===== src/rtl/mvm_layer_ctrl.sv =====
// mvm_layer_ctrl: sequencing controller for a P-lane matrix-vector layer.
// Loads an N-value input vector into vector memory, then for each of M/P
// row groups streams N vector/weight addresses to the MAC lanes, waits one
// flush cycle for the memory read latency, and presents the P lane results
// one by one on the output handshake.
//
// Ports:
//   clk        rising-edge clock
//   reset      synchronous, active-high
//   s_valid_x  upstream value valid
//   s_ready_x  controller accepts input (high in LOAD)
//   m_valid_y  output value valid (high in OUT)
//   m_ready_y  downstream accepts output
//   x_wr_en    write the accepted value into vector memory
//   x_addr     vector memory address (write in LOAD, read in ADDR)
//   w_addr     weight ROM address shared by all lanes
//   acc_en     lanes accumulate this cycle
//   acc_first  with acc_en: load the product instead of adding
//   out_sel    lane routed to the output by the datapath mux
//
// M must be a multiple of P.
module mvm_layer_ctrl #(
  parameter int unsigned M = 32,
  parameter int unsigned N = 64,
  parameter int unsigned P = 4,
  localparam int unsigned XA = (N > 1) ? $clog2(N) : 1,
  localparam int unsigned WA = ((M / P) * N > 1) ? $clog2((M / P) * N) : 1,
  localparam int unsigned LS = (P > 1) ? $clog2(P) : 1
) (
  input  logic          clk,
  input  logic          reset,
  input  logic          s_valid_x,
  output logic          s_ready_x,
  output logic          m_valid_y,
  input  logic          m_ready_y,
  output logic          x_wr_en,
  output logic [XA-1:0] x_addr,
  output logic [WA-1:0] w_addr,
  output logic          acc_en,
  output logic          acc_first,
  output logic [LS-1:0] out_sel
);

  localparam int unsigned G  = M / P;
  localparam int unsigned GA = (G > 1) ? $clog2(G) : 1;

  localparam logic [XA-1:0] KMAX = XA'(N - 1);
  localparam logic [GA-1:0] GMAX = GA'(G - 1);
  localparam logic [LS-1:0] LMAX = LS'(P - 1);

  typedef enum logic [1:0] {
    LOAD  = 2'd0,
    ADDR  = 2'd1,
    FLUSH = 2'd2,
    OUT   = 2'd3
  } state_t;

  state_t        state;
  logic [XA-1:0] k;
  logic [GA-1:0] g;
  logic [LS-1:0] lane;

  // Sequencer: state, counters and the accumulate-control pipeline that
  // lines acc_en/acc_first up with the one-cycle memory read latency.
  always_ff @(posedge clk) begin
    if (reset) begin
      state     <= LOAD;
      k         <= '0;
      g         <= '0;
      lane      <= '0;
      acc_en    <= 1'b0;
      acc_first <= 1'b0;
    end else begin
      acc_en    <= (state == ADDR);
      acc_first <= (state == ADDR) && (k == '0);
      case (state)
        LOAD: begin
          if (s_valid_x) begin
            if (k == KMAX) begin
              k     <= '0;
              state <= ADDR;
            end else begin
              k <= k + XA'(1);
            end
          end
        end
        ADDR: begin
          if (k == KMAX) begin
            k     <= '0;
            state <= FLUSH;
          end else begin
            k <= k + XA'(1);
          end
        end
        FLUSH: begin
          lane  <= '0;
          state <= OUT;
        end
        OUT: begin
          if (m_ready_y) begin
            if (lane == LMAX) begin
              lane <= '0;
              if (g == GMAX) begin
                g     <= '0;
                state <= LOAD;
              end else begin
                g     <= g + GA'(1);
                state <= ADDR;
              end
            end else begin
              lane <= lane + LS'(1);
            end
          end
        end
        default: state <= LOAD;
      endcase
    end
  end

  // Handshakes, memory addresses and output select follow the current state;
  // everything idles at zero outside the state that uses it.
  always_comb begin
    s_ready_x = (state == LOAD);
    m_valid_y = (state == OUT);
    x_wr_en   = (state == LOAD) && s_valid_x;
    x_addr    = '0;
    w_addr    = '0;
    out_sel   = '0;
    if (state == LOAD || state == ADDR) x_addr = k;
    if (state == ADDR) w_addr = WA'(32'(g) * N + 32'(k));
    if (state == OUT) out_sel = lane;
  end

endmodule


===== config.mk =====
export PLATFORM = sky130hd
export DESIGN_NAME = mvm_layer_ctrl
export DESIGN_NICKNAME = d
export VERILOG_FILES = /design/src/rtl/mvm_layer_ctrl.sv
export SDC_FILE = /design/constraint.sdc
export NUM_CORES = 1
export LEC_CHECK = 0
export ABC_AREA = 1
export BUFFER_PORTS_ARGS = -buffer_cell sky130_fd_sc_hd__buf_4
export CORE_UTILIZATION = 35
export DETAILED_ROUTE_END_ITERATION = 10
export PLACE_DENSITY = 0.64
export SYNTH_ARGS = -nofsm -noshare
export SYNTH_HDL_FRONTEND = slang
export SYNTH_SLANG_ARGS = --single-unit

===== constraint.sdc =====
create_clock -name clk -period 2.8 [get_ports clk]
set_input_delay 0.14 -clock clk [delete_from_list [all_inputs] [get_ports clk]]
set_output_delay 0.14 -clock clk [all_outputs]
set_load 0.005 [all_outputs]

==> results.yml <==
outcome:
  status: "finished, final reports clean"
critical_path:
  start_kind: "flip-flop"
  ff2ff_path_depth: 6
  cp_data_arrival_time_ns: 1.63
  critPathKind: "reg -> out"
  crit_fanout: 12
  end_kind: "output pin"
  r2r_slack_ns: 1.21
  r2r_start: "state[1]"
  critPathRequiredTime_ns: 2.66
  worstReg2RegEnd: "state[1]"
timing:
  rsz0062_at_grt: "false"
  holdWs_ns: 0.0672
  setup_violations: 0
  fin_crit_sh: 0.632
  tightest_slew_ns: 0.511
  relSlewSlack: 0.660
  drv_slew: 0
  clock_skew_ns: 0.00441
  hold_viol_final: 0
  period_minus_slack_ns: 1.77
  timing.fmax_mhz: 565
  fin_setup_tns_ns: 0
clocking:
  cts_tree: "done"
  cts_resized: 0
  cts.path.max_buffers: 2
  post_cts_buffers: 0
  insertion_delay_ns: 0.28
  cts_hold_buf: 0
  htreeDepth: 1
  cts_root_buffer: "clkbuf_4"
  numCtsBuffers: 3
  clock-sinks: 15
  clk_pin_slew_worst_paths_ns: 0.09
synthesis:
  synth_area_um2: 955
  synth-seq-area-share: 0.315
  syn_inst: 141
  synth_seq_cells: 15
  synth_warnings: 0
  avgSynthCellArea_um2: 6.77
  synth_nets: 154
  synth_cell_types: 19
worst_hold_path:
  hold-path-cell-count: 2
  worstHoldPathType: "in -> reg"
  whs_endpoint: "g[0]"
  hold_start: "reset"
detailed_routing:
  drt_iter0_drc: 14
  via_per_inst: 4.64
  ant_nets: 0
  route.vias.total: 924
  dr.pass1.iters: 4
  wl_per_cell_um: 10.1
  wl_mm: 2.01
  drc_errors: 0
floorplanning:
  io_pins: 26
  rows: 18
  initial_utilization: 0.378
  die_x_um: 54.2
  core_region_area_um2: 2520
  die-height_um: 54.2
  dieArea_um2: 2940
pwr:
  power.switching_w: 0.0000895
  worst_ir_drop_vdd_mv: 0.310
  power_frac_seq: 0.584
  power_density_nw_per_um2: 313
  pwr-share-clk: 0.327
  comb_power_share: 0.089
  switching_share: 0.239
  leakagePower_nw: 0.639
  internal_power_w: 0.000286
cells_and_area:
  drive_above_1_share: 0.243
  n_antenna_cell: 0
  finalNetCount: 183
  mostFrequentLayoutCell: "inv_1"
  synthToLayoutAreaGrowth_pct: 25.6
  mostFrequentLayoutCells: "29 x inv_1, 25 x nand2_1, 25 x buf_4, 15 x dfxtp_1, 14 x nand3_1"
grt:
  overflow: 0
  grt_max_degree: 13
  grt_usage: 0.164
  grt_pass1_vias: 847
  antenna_found_initial: 0
  grt_pass1_wl_mm: 3.47
placement:
  gp_congestion: 0.865
  place.detailed.hpwl_mm: 1.61
  port_buffers: 25
job:
  maxCapViolations: 0
-- routing by layer --
layer	global-route usage	routed length [µm]	vias up
met4	0.0385	15	0
li1	-	-	499
met2	0.266	965	19
met1	0.207	935	404
met3	0.0583	97	2
met5	0	0	-
-- how the worst max path moves through the flow --
| stage | from | slack (ns) | end |
|---|---|---|---|
| 5_1_grt | state[1] | 0.86 | x_addr[3] |
| 4_1_cts | state[0] | 1.01 | x_addr[3] |
| 3_3_place_gp | state[0] | 1.28 | k[4] |
| 6_report | state[0] | 1.03 | x_addr[3] |
| 3_5_place_dp | state[1] | 1.21 | state[1] |
| 2_1_floorplan | state[0] | 1.42 | state[0] |
-- worst max-delay path: stages, from the launching register on --
cell     delay (ns)
dfxtp_1        0.41
ha_1           0.51
nor2_4         0.13
nor2_2         0.16
buf_4          0.13
-- state kept, by name (all words and copies together) (netlist names) --
| name | flops |
|---|---|
| k | 6 |
| g | 3 |
| lane | 2 |
| state | 2 |
| acc_en | 1 |
| acc_first | 1 |
-- Yosys cell counts (all sizes together) --
| master | instances | area [µm²] |
|---|---|---|
| ha | 9 | 113 |
| o21bai | 1 | 18.8 |
| or2 | 1 | 6.26 |
| a31oi | 1 | 6.26 |
| o21ai | 9 | 52.6 |
| a21oi | 12 | 60.1 |
| nand3 | 14 | 70.1 |
| dfxtp | 15 | 300 |
| nor2 | 18 | 87.6 |
| nor3 | 2 | 10.0 |
| nand2 | 27 | 106 |
| buf | 1 | 7.51 |
| inv | 31 | 116 |
-- power groups by stage --
stage	Combinational [W]	Clock (W)	Sequential, W
6_report	0.0000334	0.000123	0.000219
5_1_grt	0.0000385	0.000139	0.000220
4_1_cts	0.0000337	0.000129	0.000219
3_5_place_dp	0.0000335	0	0.000224
3_3_place_gp	0.0000334	0	0.000224
2_1_floorplan	0.0000188	0	0.000223
-- cell families after synthesis --
| family | after synthesis | share of synthesized area |
|---|---|---|
| AND/OR/NAND/NOR | 62 | 0.294 |
| buffers and inverters | 32 | 0.130 |
| AO/OA/AOI/OAI | 23 | 0.144 |
| adder cells (fa/ha/maj) | 9 | 0.118 |
| flip-flops | 15 | 0.315 |
-- layout make-up --
| class | instances | area, µm² |
|---|---|---|
| Clock buffer | 4 | 26.3 |
| Fill cell | 262 | 1320 |
| Inverter | 31 | 116 |
| Multi-Input combinational cell | 94 | 531 |
| Sequential cell | 15 | 300 |
| Tap cell | 30 | 37.5 |
| Timing Repair Buffer | 25 | 188 |
-- per-stage QoR --
stage	worst slack [ns]	total power, W	cell area, µm²	std cells	util
floorplan	1.42	0.000242	955	141	-
global placement	1.28	0.000257	1170	195	0.465
detailed placement	1.21	0.000258	1170	195	0.465
CTS	1.01	0.000382	1200	199	0.475
global route	0.861	0.000397	1200	199	0.475
finish	1.03	0.000375	1200	199	0.475
Power figures use the tool's default switching activity.
